===== src/rtl/ahb_lite_reg_slave.sv =====
// ahb_lite_reg_slave: AHB-Lite register bank with programmable wait states and ERROR response
module ahb_lite_reg_slave #(
    parameter int ADDR_W      = 32,
    parameter int NUM_REGS    = 16,
    parameter int WAIT_STATES = 0
) (
    input  logic                   HCLK,
    input  logic                   HRESETn,
    input  logic                   HSEL,
    input  logic [ADDR_W-1:0]      HADDR,
    input  logic [1:0]             HTRANS,
    input  logic                   HWRITE,
    input  logic [2:0]             HSIZE,
    input  logic [2:0]             HBURST,
    input  logic [3:0]             HPROT,
    input  logic                   HMASTLOCK,
    input  logic [31:0]            HWDATA,
    input  logic                   HREADY,
    output logic [31:0]            HRDATA,
    output logic                   HREADYOUT,
    output logic                   HRESP,
    output logic [32*NUM_REGS-1:0] reg_o,
    output logic [NUM_REGS-1:0]    wr_strobe_o
);
    localparam int IDX_W = $clog2(NUM_REGS);

    typedef enum logic [2:0] {S_IDLE, S_WAIT, S_DATA, S_ERR1, S_ERR2} state_t;

    state_t              state_q, state_d;
    logic [3:0]          cnt_q, cnt_d;
    logic [IDX_W-1:0]    idx_q, idx_d;
    logic [1:0]          off_q, off_d;
    logic [2:0]          size_q, size_d;
    logic                write_q, write_d;
    logic [NUM_REGS-1:0] strobe_q, strobe_d;
    logic [31:0]         regs_q [NUM_REGS];
    logic                accept, addr_err, commit;
    logic [31:0]         lane_mask, wr_word;
    logic                unused_inputs;

    assign unused_inputs = ^{HBURST, HPROT, HMASTLOCK, HTRANS[0]};

    assign accept   = HSEL & HREADY & HTRANS[1];
    assign addr_err = (HADDR >= ADDR_W'(4 * NUM_REGS)) | (HSIZE > 3'd2) |
                      ((HSIZE == 3'd1) & HADDR[0]) |
                      ((HSIZE == 3'd2) & (HADDR[1:0] != 2'b00));
    assign commit   = (state_q == S_DATA) & write_q;

    // Data-phase sequencing; IDLE, DATA and ERR2 all take a new address phase the same way
    always_comb begin
        state_d = state_q;
        cnt_d   = cnt_q;
        idx_d   = idx_q;
        off_d   = off_q;
        size_d  = size_q;
        write_d = write_q;
        case (state_q)
            S_WAIT: begin
                state_d = (cnt_q == 4'd0) ? S_DATA : S_WAIT;
                cnt_d   = (cnt_q == 4'd0) ? cnt_q : cnt_q - 4'd1;
            end
            S_ERR1: state_d = S_ERR2;
            default: begin
                state_d = S_IDLE;
                if (accept) begin
                    idx_d   = HADDR[IDX_W+1:2];
                    off_d   = HADDR[1:0];
                    size_d  = HSIZE;
                    write_d = HWRITE;
                    state_d = addr_err ? S_ERR1 : ((WAIT_STATES == 0) ? S_DATA : S_WAIT);
                    cnt_d   = addr_err ? 4'd0 : 4'((WAIT_STATES > 0) ? WAIT_STATES - 1 : 0);
                end
            end
        endcase
    end

    // Byte-lane enables of the transfer in its data phase, merged with the current word
    always_comb begin
        lane_mask = '0;
        for (int b = 0; b < 4; b++)
            lane_mask[8*b +: 8] = {8{(size_q == 3'd2) |
                                     ((size_q == 3'd1) & (2'(b) >> 1 == {1'b0, off_q[1]})) |
                                     ((size_q == 3'd0) & (2'(b) == off_q))}};
        wr_word  = (HWDATA & lane_mask) | (regs_q[idx_q] & ~lane_mask);
        strobe_d = commit ? ({{(NUM_REGS-1){1'b0}}, 1'b1} << idx_q) : '0;
    end

    // Control state; a reset anywhere drops the transfer in flight
    always_ff @(posedge HCLK or negedge HRESETn) begin
        if (!HRESETn) begin
            state_q  <= S_IDLE;
            cnt_q    <= 4'd0;
            idx_q    <= '0;
            off_q    <= 2'd0;
            size_q   <= 3'd0;
            write_q  <= 1'b0;
            strobe_q <= '0;
        end else begin
            state_q  <= state_d;
            cnt_q    <= cnt_d;
            idx_q    <= idx_d;
            off_q    <= off_d;
            size_q   <= size_d;
            write_q  <= write_d;
            strobe_q <= strobe_d;
        end
    end

    // Register bank; writes land on the edge that completes the OKAY data phase
    always_ff @(posedge HCLK or negedge HRESETn) begin
        if (!HRESETn) begin
            for (int r = 0; r < NUM_REGS; r++) regs_q[r] <= '0;
        end else if (commit) begin
            regs_q[idx_q] <= wr_word;
        end
    end

    assign HREADYOUT   = (state_q != S_WAIT) & (state_q != S_ERR1);
    assign HRESP       = (state_q == S_ERR1) | (state_q == S_ERR2);
    assign HRDATA      = ((state_q == S_DATA) & ~write_q) ? regs_q[idx_q] : '0;
    assign wr_strobe_o = strobe_q;

    for (genvar i = 0; i < NUM_REGS; i++) begin : g_reg
        assign reg_o[32*i +: 32] = regs_q[i];
    end
endmodule


===== config.mk =====
export PLATFORM = sky130hd
export DESIGN_NAME = ahb_lite_reg_slave
export DESIGN_NICKNAME = d
export VERILOG_FILES = /design/src/rtl/ahb_lite_reg_slave.sv
export SDC_FILE = /design/constraint.sdc
export NUM_CORES = 1
export LEC_CHECK = 0
export BUFFER_PORTS_ARGS = -buffer_cell sky130_fd_sc_hd__clkbuf_2
export CAP_MARGIN = 20
export CORE_MARGIN = 2
export CORE_UTILIZATION = 24
export CTS_CLUSTER_DIAMETER = 30
export DETAILED_ROUTE_END_ITERATION = 16
export SYNTH_ARGS = -nofsm -noshare
export SYNTH_HDL_FRONTEND = slang
export SYNTH_SLANG_ARGS = --single-unit
export TNS_END_PERCENT = 30

===== constraint.sdc =====
create_clock -name HCLK -period 2.85 [get_ports HCLK]
set_input_delay 0 -clock HCLK [delete_from_list [all_inputs] [get_ports HCLK]]
set_output_delay 0 -clock HCLK [all_outputs]
set_load 0.01 [all_outputs]

======== Word-level counts from Yosys, hierarchy flattened ========
Cells that the tools add are included.
storage, ports and cells
  register bits ........................... 545
  input port bits ......................... 82
  output and inout port bits .............. 562
  word-level logic and storage cells ...... 99
cells by class
  add/subtract/negate cells ............... 1
  magnitude comparators ................... 4
  eq/ne operators ......................... 14
  shift-type cells ........................ 1
  muxes and demuxes ....................... 15
  bitwise operators ....................... 32
  reduce and logical (&&, ||, !) cells .... 9
operator list
  kind                                                   count
  bitwise mux 512 bit                                    1
  binary-select mux 32 bit (select 4 bit)                1
  demux 32 bit (select 4 bit)                            1
  two-way mux 32 bit                                     4
  bitwise AND 32 bit                                     2
  >= comparator 32 x 7 -> 1 bit (second input constant)  1
  inverter 32 bit                                        1
  OR 32 bit                                              1
  two-way mux 16 bit                                     1
  left shift 1 x 4 -> 16 bit (first input constant)      1
  bitwise AND 1 bit                                      13
  == test 3 x 2 -> 1 bit (second input constant)         4
  OR 1 bit                                               10
  == test 3 x 1 -> 1 bit (second input constant)         3
  two-way mux 4 bit                                      2
  case mux 4 bit (2 select lines)                        1
  case mux 3 bit (2 select lines)                        1
  >= comparator 5 bit (second input constant)            1
  < comparator 5 x 1 -> 1 bit (second input constant)    1
  inverter 4 -> 5 bit                                    1
  == test 2 bit (first input constant)                   2
  logical NOT 4 bit                                      1
  two-way mux 2 bit                                      2
  inverter 1 bit                                         4
  other kinds (15)                                       16

======== Longest topological paths before layout ========
Gate-level depths: netlist of run 1.
  depth in word-level cells ............... 8
  depth in mapped cells ................... 9
  mapped depth without buffers ............ 7

======== Worst setup path before layout of run 1 ========
OpenSTA, ideal clock, no wires.
  path kind ............................... flip-flop to flip-flop
  start ................................... register idx_q[1]
  end ..................................... register regs_q (netlist bit reg_o[188])
  setup time .............................. 134 ps
  arrival ................................. 1918 ps
  required time ........................... 2716 ps
  setup slack ............................. 798 ps
  stages on the path, launching flop included .. 8
  buffers on the path ..................... 2
  clock period less this slack ............ 2052 ps
  cell sequence ........................... dfrtp_1 buf_6 buf_2 mux2_2 o22ai_1 o41a_1 a21boi_4 a21oi_2
on the way
  word-level cells in the longest chain between the ends .. 7
  elaborated cells on any way between the ends .. 12
  classes of those cells .................. 2 x order compare; 6 x mux; 3 x bitwise; 1 x reduce/logical
ends and longest elaborated chain
  element                                                 line     RTL
  start: declaration                                      31       logic [IDX_W-1:0] idx_q, idx_d;
  start signal: assignment                                101      idx_q <= idx_d;
  inverter 4 -> 5 bit (not written as such) (*)           84, 114
  binary-select mux 32 bit (select 4 bit)                 84       wr_word = (HWDATA & lane_mask) | (regs_q[idx_q] & ~lane_mask);
  two-way mux 32 bit (not written as such) (2 in series)  84
  bitwise AND 32 bit                                      84
  OR 32 bit                                               84
  bitwise mux 512 bit (*)                                 114      regs_q[idx_q] <= wr_word;
  end signal: indexed assignment                          114
  end: declaration                                        36       logic [31:0] regs_q [NUM_REGS];
Every way passes the cells marked *; elsewhere a longest branch is shown, timed or not. The select of a mux whose other input is x is not followed.
A chain may end at the register's enable or synchronous reset.

======== Worst setup path in the final report of run 1 ========
  start ................................... register idx_q[1]
  end ..................................... output port HRDATA[17]
on the way
  word-level cells in the longest chain between the ends .. 5
ends and longest elaborated chain
  element                                                 line  RTL
  inverter 4 -> 5 bit (not written as such)               120   assign HRDATA = ((state_q == S_DATA) & ~write_q) ? regs_q[idx_q] : '0;
  binary-select mux 32 bit (select 4 bit)                 120
  two-way mux 32 bit (not written as such) (2 in series)  120
  two-way mux 32 bit                                      120
  end: declaration                                        19    output logic [31:0] HRDATA,
No other way between the ends. The select of a mux whose other input is x is not followed.

==> results of run 1 <==
metal layers:
layer	vias up	global-route usage
met3	211	0.0732
met2	1044	0.327
met1	11700	0.283
met5	-	0
li1	10400	-
met4	2	0.0668
cell families (layout without fill, tap and decap cells):
logic type,count (synthesis),in the layout
AND/OR/NAND/NOR,655,655
other,0,2
XOR/XNOR,2,2
buffers and inverters,228,1132
flip-flops,545,545
multiplexers,269,269
AO/OA/AOI/OAI,751,751
adder cells (fa/ha/maj),2,2
placed cells by master (no fill, tap or decap), types with 21 or more instances in the layout:
cell type / instances
sky130_fd_sc_hd__mux2_2: 129
sky130_fd_sc_hd__o22ai_1: 43
sky130_fd_sc_hd__buf_4: 110
sky130_fd_sc_hd__a221oi_2: 24
sky130_fd_sc_hd__clkbuf_16: 142
sky130_fd_sc_hd__clkinv_2: 31
sky130_fd_sc_hd__nand2b_1: 25
sky130_fd_sc_hd__nor2_1: 368
sky130_fd_sc_hd__dlygate4sd3_1: 52
sky130_fd_sc_hd__o21ai_1: 26
sky130_fd_sc_hd__a31oi_1: 129
sky130_fd_sc_hd__o21ai_0: 146
sky130_fd_sc_hd__dfrtp_1: 541
sky130_fd_sc_hd__nand2_1: 187
sky130_fd_sc_hd__clkbuf_8: 21
sky130_fd_sc_hd__mux2i_1: 131
sky130_fd_sc_hd__clkbuf_2: 626
sky130_fd_sc_hd__buf_12: 51
sky130_fd_sc_hd__a21oi_2: 34
sky130_fd_sc_hd__a21oi_1: 214
final timing paths:
kind                                               end  slack [ps]  cells after the start
worst max register to register  reg_o[187]$_DFFE_PN0P_          60                      8
worst max-delay path                        HRDATA[17]         -20                      8
worst min register to register  reg_o[481]$_DFFE_PN0P_         500                      2
min in group asynchronous       reg_o[336]$_DFFE_PN0P_          60                      3
worst min-delay path            reg_o[103]$_DFFE_PN0P_          40                      4
max in group asynchronous         idx_q[1]$_DFFE_PN0P_        2360                      3
power by group:
group	leakage [nW]	internal, mW	switching [mW]
Combinational	8.49	8.71	13.9
Sequential	5.10	10.5	2.47
Clock	2.39	11.1	5.16
critical path: cells and delay by family, from the launching register on:
family	cells	cell delay, ps
AO/OA/AOI/OAI	2	680
AND/OR/NAND/NOR	1	140
buffers and inverters	4	630
multiplexers	1	150
flip-flops	1	550
cell type report:
| type | count | area, µm² | area share |
|---|---|---|---|
| Multi-Input combinational cell | 1679 | 11100 | 0.297 |
| Sequential cell | 545 | 13600 | 0.365 |
| Clock buffer | 177 | 3850 | 0.103 |
| Clock inverter | 75 | 1060 | 0.0284 |
| Inverter | 11 | 42.5 | 0.00114 |
| Antenna cell | 2 | 5.00 | 0.000134 |
| Tap cell | 1391 | 1740 | 0.0465 |
| Timing Repair Buffer | 869 | 5980 | 0.160 |
state kept, by name, indices dropped and copies added (netlist names):
name and flops:
cnt_q 4, idx_q 4, off_q 2, reg_o 512, size_q 3, state_q 3
wr_strobe_o 16, write_q 1
per-stage QoR:
| step | hold WS (ps) | cell area (µm²) | utilization | setup WS (ps) | total power [mW] |
|---|---|---|---|---|---|
| detailed placement | 99.1 | 31000 | 0.296 | 159 | 34.2 |
| finish | 44.5 | 37400 | 0.357 | -23.0 | 51.9 |
| global route | 32.3 | 37400 | 0.357 | -119 | 54.4 |
| CTS | 4.48 | 37200 | 0.354 | -99.0 | 51.8 |
| global placement | 94.0 | 31000 | 0.296 | 160 | 33.9 |
| floorplan | -296 | 25300 | - | 798 | 23.6 |
repair_timing:
item,in CTS,in global routing
pin swaps,15,11
gates cloned,4,2
hold buffers,53,0
hold endpoints to repair,937,0
endpoints found under the setup margin,32,48
buffers inserted,14,5
resized for setup,86,36
==> results by group, run 1 <==
Detailed routing
  – Via count: 23400
  – Met2 Wirelength: 53400 µm
  – Length of the first detailed-routing pass in iterations: 6
  – Drt wl/cell: 25.1 µm
  – Average via count per standard cell: 4.93
  – Routed Antenna Nets: 0
  – Final wirelength: 119000 µm
  – Top layer used by detailed routing: met5
  – Total length of routed met3 wires: 10900 µm
  – Initial DRC count: 1897
  – Met1 layer wirelength in the final routing: 51400 µm
  – Number of design rule violations left after detail routing: 0

CTS
  – Clock-pin slew on the worst setup and hold paths: 50 ps
  – Clock latency reported for the late side of the worst-skew pair: 740 ps
  – CTS sink count: 545
  – Bufs on Longest Clock Path: 3
  – Clock tree from TritonCTS: yes
  – Cell chosen for the clock root: sky130_fd_sc_hd__clkbuf_16
  – # H-tree levels: 4
  – CTS Buf Count: 139

Floorplanning
  – Die outline area: 108000 µm²
  – I/O pin count: 644
  – Vertical die dimension: 329 µm
  – Overall die width: 329 µm
  – Number of standard-cell rows in the floorplan: 119
  – Core Region: 105000 µm²
  – Effective utilization at floorplan: 0.241

Synthesis
  – Seq/Total Area, Yosys: 0.538
  – Count of different cell masters after synthesis: 58
  – Area share of the largest cell type after synthesis: 0.538
  – Compound-gate portion of the synthesized area: 0.196
  – Syn nets: 2536
  – Syn_area_per_cell: 10.3 µm²
  – Adder-cell share of the synthesized area: 0.000987
  – Post-synthesis share of cell area spent on and, or, nand and nor gates: 0.105
  – Xor/xnor cell area share of the yosys netlist: 0.000691
  – Most frequently used cell type in the post-synthesis netlist: sky130_fd_sc_hd__dfrtp_1
  – Gate count after technology mapping: 2452
  – Count of synthesis-stage warnings from yosys: 0
  – Largest cells by area after synthesis: sky130_fd_sc_hd__dfrtp_1 54%, sky130_fd_sc_hd__mux2_2 6.1%, sky130_fd_sc_hd__nor2_1 5.6%
  – Number of synthesized register bits: 545
  – Leading cell types by count after synthesis: 545 x sky130_fd_sc_hd__dfrtp_1, 380 x sky130_fd_sc_hd__nor2_1, 222 x sky130_fd_sc_hd__a21oi_1, 191 x sky130_fd_sc_hd__nand2_1, 146 x sky130_fd_sc_hd__o21ai_0
  – Multiplexer fraction of the synthesized cell area: 0.113
  – Share of flip-flops with an asynchronous set or reset: 1.00
  – Largest family of logic cells by synthesized area: compound AO/OA/AOI/OAI gates
  – Number of enable-type register cells in the synthesized netlist: 0
  – Cell Area, Synth: 25300 µm²
  – Dominant synthesized flop cell: sky130_fd_sc_hd__dfrtp_1
  – Top cell type by total area after synthesis: sky130_fd_sc_hd__dfrtp_1

Global route
  – Overall fraction of global-route tracks in use: 0.214
  – Largest net degree at the start of global routing: 67
  – Number of global-route vias before repair: 22800
  – Overflow after GRT: 0
  – Antenna violations before repair: 2
  – Global-route wire length before repair: 167000 µm

Worst hold path
  – Worst Hold Launch: HWDATA[7]
  – Type of the tightest min-delay check: primary input to flip-flop

STA
  – Maximum clock rate: 0.348 GHz
  – RSZ-0062 raised after global routing: true
  – Total negative slack for setup checks: -46.9 ps
  – Worst Max-Slew Pin Slew: 1040 ps
  – Max-slew violations: 0
  – Worst Slack Setup Final: -23.0 ps
  – Worst slew slack as a fraction of its limit: 0.307
  – Tmin final: 2870 ps
  – Maximum clock skew at final layout: 41.9 ps
  – Final count of negative-setup-slack endpoints: 3
  – Part of the cycle the worst path needs: 1.01
  – Hold Violations, Final: 0

Outcome
  – Violations in the final reports: negative setup slack
  – Outcome: finished, violations left

Cells and area
  – Finished Layout Cells: 4749
  – Signed area change from the synthesized netlist to the final layout: 47.7%
  – Filler instances: 10500
  – Ratio of cells with drive above 1 in the final layout: 0.404
  – Post-layout nets: 3329

Setup path
  – Startpoint of the worst setup timing path: idx_q[1]$_DFFE_PN0P_
  – Cell-by-cell trace of the critical path: buf_8, buf_12, buf_4, mux2i_1, a221oi_4, nand2_2, a21oi_1, clkbuf_2
  – Highest-delay cell along the critical path: sky130_fd_sc_hd__dfrtp_4
  – Endpoint required time on the critical path: 2850 ps
  – Largest fanout on the critical path: 7
  – Worst setup path category: flip-flop to primary output
  – Largest incremental delay on the critical path: 550 ps
  – Launch point of the worst reg-to-reg path: idx_q[1]$_DFFE_PN0P_
  – Critical Path Start Type: flip-flop
  – Critical path endpoint category: primary output
  – Worst endpoint data arrival time: 2870 ps

Place
  – Buffers on Ports: 634
  – Cell total after placement: 4417
  – Routability cong.: 0.857
  – Detailed-placement wirelength estimate: 86100 µm

Run
  – Count of maximum capacitance violations: 0

Pwr
  – Leakage power summed over all cells: 16.0 nW
  – Power density normalized to cell area: 1390 nW/µm²
  – Worst voltage drop across the vdd grid: 0.000652 V
Note: power is estimated with default switching activity, not from simulation.
==> inputs of run 2 (changes only) <==
--- a/config.mk
+++ b/config.mk
@@ -7,7 +7,6 @@
 export LEC_CHECK = 0
 export BUFFER_PORTS_ARGS = -buffer_cell sky130_fd_sc_hd__clkbuf_2
 export CAP_MARGIN = 20
-export CORE_MARGIN = 2
 export CORE_UTILIZATION = 24
 export CTS_CLUSTER_DIAMETER = 30
 export DETAILED_ROUTE_END_ITERATION = 16
==> results by group, run 2 (synthesis gave the netlist of run 1 again) <==
Setup path
  – Largest fanout on the critical path: 8
  – Worst endpoint data arrival time: 2930 ps
  – Cell count of the worst reg-to-reg path: 8
  – Critical Path Start Type: flip-flop
  – Critical path endpoint category: primary output
  – Launch point of the worst reg-to-reg path: idx_q[1]$_DFFE_PN0P_
  – Worst setup path category: flip-flop to primary output
  – Setup slack of the worst register-to-register path: 0 ps
  – Startpoint of the worst setup timing path: idx_q[1]$_DFFE_PN0P_
  – RR Endpoint: reg_o[166]$_DFFE_PN0P_
  – Endpoint required time on the critical path: 2850 ps

Worst hold path
  – Number of cells on the worst hold path: 5
  – Worst Hold Launch: HWDATA[28]
  – Type of the tightest min-delay check: primary input to flip-flop
  – Worst Hold End: reg_o[284]$_DFFE_PN0P_

Place
  – Cell total after placement: 4428
  – Routability cong.: 0.879
  – Buffers on Ports: 634
  – Worst slack at placement: -27.3 ps
  – Total cell area at the placement stage: 31100 µm²
  – Detailed-placement wirelength estimate: 86300 µm

Global route
  – Largest net degree at the start of global routing: 72
  – Overall fraction of global-route tracks in use: 0.222
  – Number of global-route vias before repair: 23500
  – Antenna violations before repair: 7
  – Global-route wire length before repair: 172000 µm
  – Overflow after GRT: 0

Cells and area
  – Ratio of cells with drive above 1 in the final layout: 0.421
  – Final design area excluding fillers: 38400 µm²
  – Commonest cells after routing, fill and taps aside: 616 x sky130_fd_sc_hd__clkbuf_2, 541 x sky130_fd_sc_hd__dfrtp_1, 367 x sky130_fd_sc_hd__nor2_1
  – Final core utilization: 0.369
  – Finished Layout Cells: 4820
  – Post-layout nets: 3398
  – Signed area change from the synthesized netlist to the final layout: 51.5%
  – Most common cell after layout, fill and taps aside: sky130_fd_sc_hd__clkbuf_2
  – Flip-flop count of the largest register after layout: 512

STA
  – Tmin final: 2930 ps
  – Hold Violations, Final: 0
  – Max-slew violations: 0
  – Worst slew slack as a fraction of its limit: 0.175
  – WHS: 14.2 ps
  – RSZ-0062 raised after global routing: true
  – Worst Slack Setup Final: -84.5 ps
  – Maximum clock skew at final layout: 31.2 ps
  – Final count of negative-setup-slack endpoints: 20
  – Part of the cycle the worst path needs: 1.03
  – Worst Max-Slew Pin Slew: 1240 ps
  – Maximum clock rate: 0.341 GHz

Pwr
  – Leakage power summed over all cells: 16.5 nW
  – Power density normalized to cell area: 1400 nW/µm²
  – Worst voltage drop across the vdd grid: 0.000820 V

Floorplanning
  – Die outline area: 107000 µm²
  – Effective utilization at floorplan: 0.243
  – I/O pin count: 644
  – Vertical die dimension: 327 µm
  – Core Region: 104000 µm²
  – Number of standard-cell rows in the floorplan: 118
  – Overall die width: 327 µm

Outcome
  – Violations in the final reports: negative setup slack
  – Outcome: finished, violations left

Detailed routing
  – Average via count per standard cell: 4.93
  – Final wirelength: 122000 µm
  – Via count: 23800
  – Routed Antenna Nets: 0
  – Number of design rule violations left after detail routing: 0
  – Length of the first detailed-routing pass in iterations: 12
  – Initial DRC count: 1554
  – Drt wl/cell: 25.3 µm

CTS
  – CTS sink count: 545
  – Clock tree from TritonCTS: yes
  – Clock-pin slew on the worst setup and hold paths: 50 ps
  – # H-tree levels: 4
  – CTS Buf Count: 144
  – Cell chosen for the clock root: sky130_fd_sc_hd__clkbuf_16
  – Clock latency reported for the late side of the worst-skew pair: 750 ps
  – Bufs on Longest Clock Path: 3

Run
  – Count of maximum capacitance violations: 0
[run 2: cell types whose count changed in the layout (fill, tap and decap cells not counted), sizes merged]
cell | previous run | this run
buf | 185 | 256
bufbuf | 3 | 1
bufinv | 17 | 20
clkinv | 49 | 45
clkinvlp | 10 | 15
diode | 2 | 6
dlygate4sd3 | 52 | 54
inv | 10 | 13
[run 2: critical path, cell delays in order (launching register included)]
cell and delay (ps):
sky130_fd_sc_hd__dfrtp_4 500, sky130_fd_sc_hd__buf_12 150, sky130_fd_sc_hd__buf_12 140, sky130_fd_sc_hd__buf_16 130, sky130_fd_sc_hd__buf_12 130, sky130_fd_sc_hd__buf_12 140
sky130_fd_sc_hd__buf_12 140, sky130_fd_sc_hd__mux2i_1 110, sky130_fd_sc_hd__a22o_1 210, sky130_fd_sc_hd__nor3_1 150, sky130_fd_sc_hd__a21oi_1 60, sky130_fd_sc_hd__nor2_1 160
sky130_fd_sc_hd__clkbuf_2 170
[run 2: power breakdown]
part | total, mW | switching (mW) | internal (mW)
Clock | 17.0 | 5.32 | 11.7
Sequential | 13.0 | 2.56 | 10.5
Combinational | 23.7 | 14.3 | 9.41
Total | 53.7 | 22.2 | 31.6
[run 2: worst max-delay path by stage]
stage | cells after the start | to | slack, ps
2_1_floorplan | 7 | reg_o[188]$_DFFE_PN0P_ | 800
3_3_place_gp | 6 | reg_o[486]$_DFFE_PN0P_ | -50
3_5_place_dp | 6 | reg_o[102]$_DFFE_PN0P_ | -30
4_1_cts | 9 | HRDATA[7] | -160
5_1_grt | 9 | HRDATA[26] | -200
6_report | 12 | HRDATA[14] | -80
[run 2: area by class of cell]
class                   count  area (µm²)
fillers                 10300       65700
inverters                  11        42.5
clock inverters            82        1170
well taps                1380        1730
clock buffers             184        3980
flip-flops and latches    545       13600
multi-input cells        1679       11300
diodes                      6        15.0
repair buffers            933        6540
[run 2: timing repair]
action                                  CTS  global route
pin swaps                                22            21
buffers inserted                         43            15
hold buffers                             55             0
endpoints found under the hold margin   717             0
endpoints found under the setup margin   48            60
gates cloned                              5             4
gates resized for setup                 118            59
[run 2: metal layers]
| layer | share of wire | GRT usage |
|---|---|---|
| met5 | 0.00011 | 0 |
| met4 | 0.027 | 0.0724 |
| met3 | 0.090 | 0.0708 |
| met1 | 0.43 | 0.293 |
| met2 | 0.45 | 0.342 |
[run 2: stage by stage]
step	power (mW)	setup TNS, ps
final	53.7	-822
after global routing	56.3	-4830
after CTS	53.3	-3480
after detailed placement	34.2	-221
after global placement	34.0	-532
after floorplan	23.6	0
